### config.mk
export PLATFORM = sky130hd
export DESIGN_NAME = seven_segment_readback
export DESIGN_NICKNAME = d
export VERILOG_FILES = /design/src/rtl/seven_seg_pkg.sv /design/src/rtl/seven_segment_encoder.sv /design/src/rtl/seven_segment_readback.sv
export SDC_FILE = /design/constraint.sdc
export NUM_CORES = 1
export LEC_CHECK = 0
export CORE_MARGIN = 2
export CORE_UTILIZATION = 55
export DETAILED_ROUTE_END_ITERATION = 10
export HOLD_SLACK_MARGIN = 0.1
export PLACE_DENSITY = 0.78
export SLEW_MARGIN = 20
export SYNTH_ARGS = -nofsm -noshare
export SYNTH_HDL_FRONTEND = slang
export SYNTH_SLANG_ARGS = --single-unit
### constraint.sdc
create_clock -name clk -period 3.65 [get_ports clk]
set_input_delay 0.5475 -clock clk [delete_from_list [all_inputs] [get_ports clk]]
set_output_delay 0.5475 -clock clk [all_outputs]
set_load 0.05 [all_outputs]
### src/rtl/seven_seg_pkg.sv
// Shared definitions for the seven-segment display path (forward decoder and
// read-back). Segment patterns are common-anode, active-low, with bit order
// {g,f,e,d,c,b,a}.
//   GLYPHS    : segment pattern for each hex nibble 0..F (index = nibble)
//   SEG_BLANK : all segments off
//   state_t   : read-back settle FSM states
package seven_seg_pkg;

    localparam logic [6:0] SEG_BLANK = 7'h7F;

    // Listed F down to 0 so that GLYPHS[n] is the pattern for nibble n.
    localparam logic [15:0][6:0] GLYPHS = {
        7'h0E, 7'h06, 7'h21, 7'h46, 7'h03, 7'h08, 7'h10, 7'h00,
        7'h78, 7'h02, 7'h12, 7'h19, 7'h30, 7'h24, 7'h79, 7'h40
    };

    typedef enum logic [1:0] {
        IDLE,
        SETTLE,
        LOCKED
    } state_t;

endpackage

### src/rtl/seven_segment_encoder.sv
// Combinational segment-pattern to hex lookup (inverse of the glyph table).
//   seg    : 7-bit active-low segment pattern {g,f,e,d,c,b,a}
//   legal  : pattern is one of the 16 hex glyphs
//   blank  : pattern is the blank glyph (all segments off)
//   nibble : hex value of the glyph, 0 when not legal
module seven_segment_encoder
    import seven_seg_pkg::*;
(
    input  logic [6:0] seg,
    output logic       legal,
    output logic       blank,
    output logic [3:0] nibble
);

    logic [15:0] match;

    genvar gi;
    generate
        for (gi = 0; gi < 16; gi++) begin : g_match
            assign match[gi] = (seg == GLYPHS[gi]);
        end
    endgenerate

    // Glyphs are unique, so at most one match bit is ever set.
    always_comb begin
        nibble = 4'd0;
        for (int i = 0; i < 16; i++) begin
            if (match[i]) begin
                nibble = 4'(i);
            end
        end
    end

    assign legal = |match;
    assign blank = (seg == SEG_BLANK);

endmodule

### src/rtl/seven_segment_readback.sv
// Read-back of a multiplexed common-anode seven-segment display bus.
// A (digit, pattern) pair is tracked while exactly one anode is active; once
// the same pair has been sampled STABLE_CYCLES consecutive edges it is
// committed to that digit's registers.
//   clk, rst_n  : clock, synchronous active-low reset
//   seg_i       : segment bus, active-low {g,f,e,d,c,b,a}
//   anode_n_i   : per-digit enables, active-low
//   err_clr_i   : clears all sticky error flags
//   hex_o       : decoded nibble per digit, digit k at [4k+3:4k]
//   valid_o     : digit holds a committed hex value
//   err_o       : sticky, illegal glyph committed on the digit
//   update_o    : one-cycle pulse after a commit that changed any output
module seven_segment_readback
    import seven_seg_pkg::*;
#(
    parameter int NUM_DIGITS    = 4,
    parameter int STABLE_CYCLES = 4
) (
    input  logic                    clk,
    input  logic                    rst_n,
    input  logic [6:0]              seg_i,
    input  logic [NUM_DIGITS-1:0]   anode_n_i,
    input  logic                    err_clr_i,
    output logic [4*NUM_DIGITS-1:0] hex_o,
    output logic [NUM_DIGITS-1:0]   valid_o,
    output logic [NUM_DIGITS-1:0]   err_o,
    output logic                    update_o
);

    localparam int IDX_W = (NUM_DIGITS > 1) ? $clog2(NUM_DIGITS) : 1;
    localparam int CNT_W = $clog2(STABLE_CYCLES + 1);
    localparam logic [CNT_W-1:0] CNT_TARGET = CNT_W'(STABLE_CYCLES);

    state_t                    state_reg, state_next;
    logic [CNT_W-1:0]          cnt_reg, cnt_next, cnt_inc;
    logic [IDX_W-1:0]          lat_idx_reg, lat_idx_next;
    logic [6:0]                lat_seg_reg, lat_seg_next;
    logic [4*NUM_DIGITS-1:0]   hex_reg, hex_next;
    logic [NUM_DIGITS-1:0]     valid_reg, valid_next;
    logic [NUM_DIGITS-1:0]     err_reg, err_next;
    logic                      update_reg, update_next;

    logic [NUM_DIGITS-1:0]     act;
    logic                      sel;
    logic [IDX_W-1:0]          sel_idx;
    logic                      same_pair;
    logic                      commit;
    logic                      g_legal, g_blank;
    logic [3:0]                g_nibble;

    // Decode of the live sample; at a commit the live pair equals the latch.
    seven_segment_encoder u_enc (
        .seg    (seg_i),
        .legal  (g_legal),
        .blank  (g_blank),
        .nibble (g_nibble)
    );

    // A sample is only meaningful with exactly one anode driven; zero or
    // several active anodes (ghosting, blanking gaps) are ignored.
    assign act = ~anode_n_i;
    assign sel = (act != '0) && ((act & (act - NUM_DIGITS'(1))) == '0);

    always_comb begin
        sel_idx = '0;
        for (int k = 0; k < NUM_DIGITS; k++) begin
            if (act[k]) begin
                sel_idx = IDX_W'(k);
            end
        end
    end

    assign same_pair = sel && (sel_idx == lat_idx_reg) && (seg_i == lat_seg_reg);
    assign cnt_inc   = (cnt_reg == CNT_TARGET) ? cnt_reg : cnt_reg + 1'b1;

    // Settle FSM: next state, counter, pair latch and commit strobe.
    always_comb begin
        state_next   = state_reg;
        cnt_next     = cnt_reg;
        lat_idx_next = lat_idx_reg;
        lat_seg_next = lat_seg_reg;
        commit       = 1'b0;
        if (!sel) begin
            state_next = IDLE;
            cnt_next   = '0;
        end else if (state_reg != IDLE && same_pair) begin
            if (state_reg == SETTLE) begin
                cnt_next = cnt_inc;
                if (cnt_inc == CNT_TARGET) begin
                    commit     = 1'b1;
                    state_next = LOCKED;
                end
            end
            // LOCKED with an unchanged pair: hold, no repeat commit.
        end else begin
            // First sample of a new pair; counts as one stable sample.
            lat_idx_next = sel_idx;
            lat_seg_next = seg_i;
            cnt_next     = CNT_W'(1);
            if (STABLE_CYCLES == 1) begin
                commit     = 1'b1;
                state_next = LOCKED;
            end else begin
                state_next = SETTLE;
            end
        end
    end

    // Per-digit commit effect. A new illegal commit overrides a concurrent
    // error clear on its own digit only.
    genvar gi;
    generate
        for (gi = 0; gi < NUM_DIGITS; gi++) begin : g_digit
            logic hit;
            assign hit = commit && (sel_idx == IDX_W'(gi));

            assign hex_next[4*gi +: 4] = (hit && g_legal) ? g_nibble : hex_reg[4*gi +: 4];
            assign valid_next[gi]      = (hit && g_legal) ? 1'b1 :
                                         (hit && g_blank) ? 1'b0 : valid_reg[gi];
            assign err_next[gi]        = (hit && !g_legal && !g_blank) ? 1'b1 :
                                         (err_clr_i ? 1'b0 : err_reg[gi]);
        end
    endgenerate

    assign update_next = commit && ((hex_next != hex_reg) ||
                                    (valid_next != valid_reg) ||
                                    (err_next != err_reg));

    always_ff @(posedge clk) begin
        if (!rst_n) begin
            state_reg   <= IDLE;
            cnt_reg     <= '0;
            lat_idx_reg <= '0;
            lat_seg_reg <= SEG_BLANK;
            hex_reg     <= '0;
            valid_reg   <= '0;
            err_reg     <= '0;
            update_reg  <= 1'b0;
        end else begin
            state_reg   <= state_next;
            cnt_reg     <= cnt_next;
            lat_idx_reg <= lat_idx_next;
            lat_seg_reg <= lat_seg_next;
            hex_reg     <= hex_next;
            valid_reg   <= valid_next;
            err_reg     <= err_next;
            update_reg  <= update_next;
        end
    end

    assign hex_o    = hex_reg;
    assign valid_o  = valid_reg;
    assign err_o    = err_reg;
    assign update_o = update_reg;

endmodule

After elaboration in Yosys (flattened, before gate mapping). Index checks and enable logic that the tools add are counted.

Add/subtract/negate cells: 2. Equal/unequal tests: 29. Mux-type cells: 48. Bitwise operators: 3. Reduce and logical (&&, ||, !) cells: 40.

Operators with widths (count): 2-to-1 mux 4 bit (12); == test 7 bit, second input constant (5); 2-to-1 mux 1 bit (27); logical AND 1 bit (25); == test 7 x 5 -> 1 bit, second input constant (3); == test 7 x 6 -> 1 bit, second input constant (3); != test 16 bit (1); OR reduction 16 bit (1); 2-to-1 mux 3 bit (5); == test 7 x 2 -> 1 bit, second input constant (2); == test 7 x 4 -> 1 bit, second input constant (2); 2-to-1 mux 2 bit (4); != test 4 bit (2); AND reduction 2 bit (4); == test 7 x 3 -> 1 bit, second input constant (1); == test 7 bit (1); logical NOT 7 bit (1); == test 3 bit, second input constant (2); AND 4 bit (1); == test 2 x 1 -> 1 bit, second input constant (2); == test 2 bit, second input constant (2); logical NOT 4 bit (1); != test 2 x 1 -> 1 bit, second input constant (2); inverter 4 bit (1); 10 further kinds (12).

Register bits: 39. Input port bits: 14. Output and inout port bits: 25. Word-level logic and storage cells: 132.

Depth between registers and ports, before layout. Gate-level depths: netlist (run 1).

Depth after elaboration: 21. Mapped depth: 11. Depth with buffers taken out: 10.

By module. From an unflattened synthesis (run 1), not the netlist that was laid out.

Cells, all modules: 303. Area total of the unflattened synthesis: 2563.7 um2.

By module, submodules not included: seven_segment_readback (instances 1, cells an instance 250, area an instance 2204.6 um2, seq. area each 780.7 um2); seven_segment_encoder (instances 1, cells an instance 53, area an instance 359.1 um2, seq. area each 0.0 um2).

Worst setup path before layout (run 1). OpenSTA, ideal clock, no wires.

Path type: input-to-reg. Start: input port seg_i[3]. End: register update_reg (netlist: update_o). Setup time: 0.126 ns. Arrival time: 2.728 ns. Setup slack: 0.796 ns. Cell stages on the path: 9. Cell sequence: buf_6 -> or4_1 -> a2111o_1 -> nand4_2 -> nor3_2 -> a32o_1 -> a221o_1 -> a2111oi_2 -> a21oi_1.

Longest elaborated chain between the ends: 21.

RTL lines: start, declared (RTL line seven_segment_readback.sv:21) `input logic [6:0] seg_i,`; == test 7 bit (RTL line seven_segment_encoder.sv:20) `assign match[gi] = (seg == GLYPHS[gi]);`; 2-to-1 mux 1 bit (RTL line seven_segment_encoder.sv:28) `if (match[i]) begin`; 2-to-1 mux 2 bit (2 in a row) (RTL line seven_segment_encoder.sv:28); 2-to-1 mux 3 bit (4 in a row) (RTL line seven_segment_encoder.sv:28); 2-to-1 mux 4 bit (8 in a row) (RTL line seven_segment_encoder.sv:28); 2-to-1 mux 4 bit (RTL line seven_segment_readback.sv:117) `assign hex_next[4*gi +: 4] = (hit && g_legal) ? g_nibble : hex_reg[4*gi +: 4];`; != test 16 bit (RTL line seven_segment_readback.sv:125) `assign update_next = commit && ((hex_next != hex_reg) ||`; logical OR 1 bit (RTL line seven_segment_readback.sv:125); logical OR 1 bit (RTL line seven_segment_readback.sv:126) `(valid_next != valid_reg) ||`; logical AND 1 bit * (RTL line seven_segment_readback.sv:125); end signal, assigned (RTL line seven_segment_readback.sv:147) `update_reg <= update_next;`; end, declared (RTL line seven_segment_readback.sv:41) `logic update_reg, update_next;`.

Every way passes the cells marked *; elsewhere a longest branch is shown, timed or not. A chain may end at the register's enable or synchronous reset.

Worst setup path after layout (run 1).
Start: input port seg_i[4]. End: register update_reg (netlist: update_o).

Same word-level chain as after synthesis.

==> results.tsv, run 1 <==
stage	metric	value	unit
routing	wire_per_inst	15.8	um
worst_hold_path	hp-class	flip-flop to flip-flop	
setup_path	path_cells	clkdlybuf4s50_1, or4_1, a2111o_1, nand4_2, nor3_2, a32o_1, a221o_1, a2111oi_2, a21oi_1	
setup_path	path_class	input port to flip-flop	
yosys	yosysWarnings	0	
yosys	synth_edf_count	0	
yosys	syn_area	2720	sq um
yosys	ys_seq_area_frac	0.287	
yosys	synth-xor-area-share	0.0354	
global_route	use_met3	0.0407	
timing	setup_viol	0	
setup_path	slowest_stage	clkdlybuf4s50_1	
floorplanning	core	4750	sq um
layout	multi_input_area	1780	sq um
routing	drc	0	
routing	vias_per_cell	5.95	
clock_tree	cts_setup_buffers	0	
timing	relSlewSlack	0.541	
pwr	p_leak	1.24	nW
routing	drtIter0Drc	186	
routing	num_vias	2629	
yosys	ys_seq_elements	39	
setup_path	cp.arrival	3380	ps
global_route	grt_pass1_vias	2394	
pwr	switchingPower	0.000238	W
routing	final_antenna_net_count	0	
setup_path	crit_fanout	11	
timing	totalNegativeSetupSlack	0	ps
global_route	met2_usage	0.425	
clock_tree	cts_resized	0	
placed_design	gp_congestion	0.926	
layout	diodes	0	
yosys	synthAdderAreaFrac	0.00919	
timing	setup_slack	446	ps
global_route	grt_use_met1	0.377	
clock_tree	numCtsBuffers	5	
clock_tree	cts_hold_buf	0	
clock_tree	insertion_delay	290	ps
floorplanning	chipHeight	74.4	um
yosys	yosys.area.top_type_share	0.287	
timing	tightest_slew	689	ps
worst_hold_path	hold_start	lat_seg_reg[3]	
floorplanning	die_w	74.4	um
global_route	grt_max_degree	22	
global_route	top_usage_layer	met2	
pwr	pwr-share-clk	0.335	
status	status	completed	
floorplanning	core.rowCount	25	
timing	finalHoldViolations	0	
placed_design	dp_slack	141	ps
placed_design	port_buffers	38	
layout	syn_to_final_growth	22.6	%
global_route	grt_usage	0.266	
pwr	power_frac_seq	0.495	
setup_path	critical_path.startpoint	seg_i[4]	
clock_tree	cts_root_buf	clkbuf_8	
setup_path	cp_num_buf_inv	1	
layout	drive_gt1_frac	0.139	
pwr	vdd_drop_max	0.229	mV
yosys	synth_cells	331	
pwr	p_int	0.000650	W
setup_path	r2r-start	lat_idx_reg[0]	
clock_tree	cts_tree	yes	
placed_design	place_hpwl	5.32	mm
run	maxCapViolCount	0	
setup_path	required	3830	ps
pwr	p_total	0.000888	W
setup_path	rr_worst_depth	8	
layout	largest_reg_flops	16	
timing	grt_setup_unrepaired	false	
global_route	antenna_found_initial	0	
timing	maxSlewViolCount	0	
clock_tree	cts.clk_slew.worst_paths	70	ps
yosys	synth_compound_area_frac	0.240	
pwr	switching_share	0.268	
yosys	synthDistinctLibCells	72	
layout	fillers	424	
routing	drt_wl_total	7.00	mm
setup_path	timing.rr.end	update_o	
layout	seqCellArea	781	sq um
worst_hold_path	min_path_cells	2	
setup_path	startpoint_type	input port	
timing	fmax	312	MHz
pwr	p_comb_frac	0.170	
global_route	grt-ovfl-total	0	
pwr	power_density	266	nW/um^2
yosys	ys_top_cells_by_area	dfxtp_1, mux2i_1, nand2_1	
timing	whs	497	ps
floorplanning	start_util	0.573	
setup_path	critPathMaxStageDelay	580	ps
worst_hold_path	holdPathEnd	lat_seg_reg[3]	
clock_tree	cts.sink_count	39	
layout	nNetsFinal	391	
setup_path	cp-end-kind	flip-flop	
yosys	synth_nets	347	
yosys	synthFlopType	dfxtp_1	
floorplanning	io_pins	39	
timing	fin_skew	3.75	ps
clock_tree	htreeDepth	2	
floorplanning	die-area	5530	sq um
setup_path	crit_family	compound AO/OA/AOI/OAI gates	
setup_path	ff2ff_setup_slack	900	ps
timing	layout_min_cycle_time	3200	ps
yosys	synth_top_family_by_area	simple AND/OR/NAND/NOR gates	
global_route	grt_pass1_wl	11.5	mm
clock_tree	cts_buffer_depth	2	
yosys	muxShareOfSynthArea	0.0551	
timing	final.period_utilization	0.878	
yosys	synth.avg_cell_area	8.23	sq um
yosys	async_flop_share	0	
yosys	synthSimpleGateAreaFrac	0.313	
routing	dr.pass1.iters	4	
yosys	synth_top_cell_by_area	dfxtp_1	
routing by layer:
layer	wire, um	vias to the layer above
met5	0	-
met3	388	7
li1	-	1309
met4	73	0
met2	3180	83
met1	3350	1230
stage by stage:
step | cell area [sq um] | util | std cells
global placement | 3250 | 0.683 | 435
CTS | 3330 | 0.701 | 442
global route | 3340 | 0.702 | 442
detailed placement | 3250 | 0.683 | 435
finish | 3340 | 0.702 | 442
floorplan | 2720 | - | 331
power groups by stage:
stage	sequential, W	combinational (W)	clock, W
global placement	0.000449	0.000148	0
finish	0.000440	0.000151	0.000297
floorplan	0.000448	0.000104	0
CTS	0.000440	0.000150	0.000300
global route	0.000441	0.000165	0.000313
detailed placement	0.000449	0.000149	0
layout make-up:
| cell class | instances | share of cell area |
|---|---|---|
| multi-input combinational | 256 | 0.533 |
| sequential | 39 | 0.234 |
| timing repair buffer | 63 | 0.170 |
| tap | 67 | 0.0251 |
| clock buffer | 6 | 0.0247 |
| inverter | 10 | 0.0112 |
| clock inverter | 1 | 0.00150 |
worst reg2reg max path, cell delays in order, from the launching register on:
cell and delay (ps):
dfxtp_1 340, or3b_1 380, a211o_1 270, a211oi_2 490, nand2_2 330, o31ai_1 430
o22ai_1 150, o2111a_1 160, a21oi_1 130
synth_stat cells, drive strengths merged (7+ instances only):
master,count
a21oi,11
buf,16
clkbuf,10
dfxtp,39
inv,10
mux2i,15
nand2,34
nand3,8
nor2,18
nor2b,17
nor3,15
nor3b,7
nor4,8
o211a,7
o21a,7
o21ai,8
xnor2,10
worst max-delay path by stage:
stage	endpoint	slack (ps)	cells past startpoint
2_1_floorplan	update_o	800	9
3_3_place_gp	update_o	180	9
3_5_place_dp	update_o	140	9
4_1_cts	update_o	460	9
5_1_grt	update_o	210	10
6_report	update_o	450	9
placed cells by master (no fill, tap or decap), types with 5 or more instances in the layout:
cell	instances
dfxtp_1	39
clkdlybuf4s50_1	38
nand2_1	33
buf_4	25
nor2b_1	17
nor2_1	17
mux2i_1	15
inv_1	10
xnor2_1	10
nor3_1	10
a21oi_1	10
nand3_1	8
nor4_1	8
nor3b_1	7
o211a_1	7
o21ai_0	7
o21a_1	7
clkbuf_8	6
and3b_1	5
o31ai_1	5
a31oi_1	5
logic make-up after synthesis:
group,after synthesis
AO/OA/AOI/OAI,83
XOR/XNOR,11
adder cells (fa/ha/maj),2
buffers and inverters,36
flip-flops,39
multiplexers,15
AND/OR/NAND/NOR,145
(Power assumes the default switching activity.)
==> run 2: changes to the inputs <==
--- a/config.mk
+++ b/config.mk
@@ -7,9 +7,11 @@
 export LEC_CHECK = 0
 export CORE_MARGIN = 2
 export CORE_UTILIZATION = 55
+export CTS_CLUSTER_DIAMETER = 50
 export DETAILED_ROUTE_END_ITERATION = 10
 export HOLD_SLACK_MARGIN = 0.1
 export PLACE_DENSITY = 0.78
+export REMOVE_ABC_BUFFERS = 1
 export SLEW_MARGIN = 20
 export SYNTH_ARGS = -nofsm -noshare
 export SYNTH_HDL_FRONTEND = slang
==> run 2 against run 1 <==
Combinational power hardly changed. Power grew 2.2%. Register-to-register slack improved by 30 ps. Wire length fell by 3.2%. Global-route usage is 0.55 points lower. Via count grew 0.57%. Cell count shrank 0.45%. Hold slack improved by 2.0 ps. Sequential share of layout area grew 0.070 points. First-iteration DRC count is 15% higher. Fmax fell by 1.7%. Setup slack got worse by 55 ps. Highest routed layer unchanged.
==> results.tsv, run 2 (synthesized netlist as in run 1, its figures left out) <==
stage	metric	value	unit
setup_path	critical_path.startpoint	seg_i[1]	
setup_path	r2r-start	lat_idx_reg[0]	
routing	drc	0	
layout	seqCellArea	781	sq um
setup_path	cp-end-kind	flip-flop	
pwr	switching_share	0.259	
layout	diodes	0	
setup_path	path_class	input port to flip-flop	
setup_path	rr_worst_depth	8	
timing	whs	499	ps
clock_tree	cts.sink_count	39	
timing	maxSlewViolCount	0	
timing	layout_min_cycle_time	3260	ps
clock_tree	cts_hold_buf	0	
layout	mostFrequentLayoutCell	dfxtp_1	
global_route	antenna_found_initial	0	
layout	fillers	424	
setup_path	ff2ff_setup_slack	930	ps
global_route	grt_pass1_wl	11.1	mm
routing	drtIter0Drc	213	
pwr	pwr-share-clk	0.352	
global_route	grt_usage	0.260	
timing	relSlewSlack	0.469	
clock_tree	cts.clk_slew.worst_paths	80	ps
timing	final.period_utilization	0.893	
layout	largest_reg_flops	16	
worst_hold_path	hold_start	lat_seg_reg[5]	
timing	totalNegativeSetupSlack	0	ps
global_route	grt_max_degree	25	
timing	fmax	307	MHz
layout	multi_input_area	1780	sq um
floorplanning	die-area	5530	sq um
timing	grt_setup_unrepaired	false	
setup_path	crit_fanout	17	
layout	drive_gt1_frac	0.131	
clock_tree	cts_resized	0	
global_route	grt_pass1_vias	2359	
pwr	p_comb_frac	0.163	
setup_path	critPathMaxStageDelay	660	ps
pwr	p_int	0.000673	W
clock_tree	cts_buffer_depth	2	
routing	final_antenna_net_count	0	
worst_hold_path	hp-class	flip-flop to flip-flop	
layout	syn_to_final_growth	22.2	%
routing	dr.pass1.iters	5	
floorplanning	chipHeight	74.4	um
pwr	switchingPower	0.000235	W
clock_tree	cts_tree	yes	
placed_design	port_buffers	38	
placed_design	place_hpwl	5.23	mm
status	status	completed	
routing	wire_per_inst	15.4	um
setup_path	startpoint_type	input port	
timing	tightest_slew	794	ps
floorplanning	start_util	0.573	
floorplanning	core.rowCount	25	
global_route	grt-ovfl-total	0	
floorplanning	die_w	74.4	um
clock_tree	insertion_delay	290	ps
pwr	p_leak	1.23	nW
setup_path	required	3820	ps
routing	drt_wl_total	6.77	mm
setup_path	cp.arrival	3430	ps
floorplanning	core	4750	sq um
clock_tree	numCtsBuffers	5	
setup_path	path_cells	clkdlybuf4s50_1, and4bb_1, o21ai_0, nand4_2, o32a_2, a32o_1, a221o_1, a2111oi_2, a21oi_1	
timing	setup_viol	0	
timing	finalHoldViolations	0	
clock_tree	cts_root_buf	clkbuf_8	
routing	num_vias	2644	
pwr	vdd_drop_max	0.171	mV
floorplanning	io_pins	39	
routing	vias_per_cell	6.01	
run	maxCapViolCount	0	
timing	fin_skew	5.74	ps
worst_hold_path	min_path_cells	2	
layout	utilization	0.700	
clock_tree	htreeDepth	2	
clock_tree	cts_setup_buffers	0	
placed_design	gp_congestion	0.963	
layout	nNetsFinal	388	
pwr	power_frac_seq	0.485	
pwr	power_density	273	nW/um^2
setup_path	slowest_stage	clkdlybuf4s50_1	
layout	layout_common_cells	dfxtp_1, clkdlybuf4s50_1, nand2_1	
## run 2: changes by cell type in the layout (fill, tap and decap cells not counted)
cell and change:
buf_4 -3, clkbuf_1 +1, clkbuf_8 +1, clkinv_2 -1
## run 2: cell type report
| class | instances | area share |
|---|---|---|
| Multi-Input combinational cell | 256 | 0.535 |
| Clock buffer | 8 | 0.0301 |
| Sequential cell | 39 | 0.235 |
| Tap cell | 67 | 0.0252 |
| Timing Repair Buffer | 60 | 0.164 |
| Inverter | 10 | 0.0113 |
## run 2: worst paths after layout
check / endpoint
min reg2reg: lat_seg_reg[5]
max: update_o
max reg2reg: update_o
min: lat_seg_reg[5]
## run 2: per-layer routing
metal / global-route usage / up-vias / wire, um
met2: 0.412 / 95 / 3020
met5: 0 / - / 0
met4: 0.0714 / 0 / 99
met3: 0.0393 / 10 / 394
li1: - / 1309 / -
met1: 0.371 / 1230 / 3260
## run 2: per-stage QoR
stage               setup slack (ps)  power, W  area (sq um)  std cells
global route                     137  0.000945          3330        440
floorplan                        852  0.000525          2590        305
finish                           391  0.000907          3330        440
detailed placement               156  0.000597          3220        432
global placement                 206  0.000595          3220        432
CTS                              429  0.000914          3320        440
## run 2: critical path, delay by kind of cell
| family | cells | cell delay (ps) |
|---|---|---|
| buffers and inverters | 1 | 660 |
| AOI/OAI and AO/OA | 6 | 1630 |
| and+or+nand+nor | 2 | 580 |
## run 2: power groups by stage
stage	clock network [W]	registers, W	logic [W]
floorplan	0	0.000448	0.0000771
global placement	0	0.000449	0.000146
detailed placement	0	0.000450	0.000147
CTS	0.000327	0.000440	0.000147
global route	0.000341	0.000441	0.000163
finish	0.000319	0.000440	0.000148
==> run 3: changes to the inputs <==
--- a/config.mk
+++ b/config.mk
@@ -5,6 +5,7 @@
 export SDC_FILE = /design/constraint.sdc
 export NUM_CORES = 1
 export LEC_CHECK = 0
+export CAP_MARGIN = 10
 export CORE_MARGIN = 2
 export CORE_UTILIZATION = 55
 export CTS_CLUSTER_DIAMETER = 50
==> results of run 3 <==
No change in the layout: final DEF, timing and power equal those of run 2.
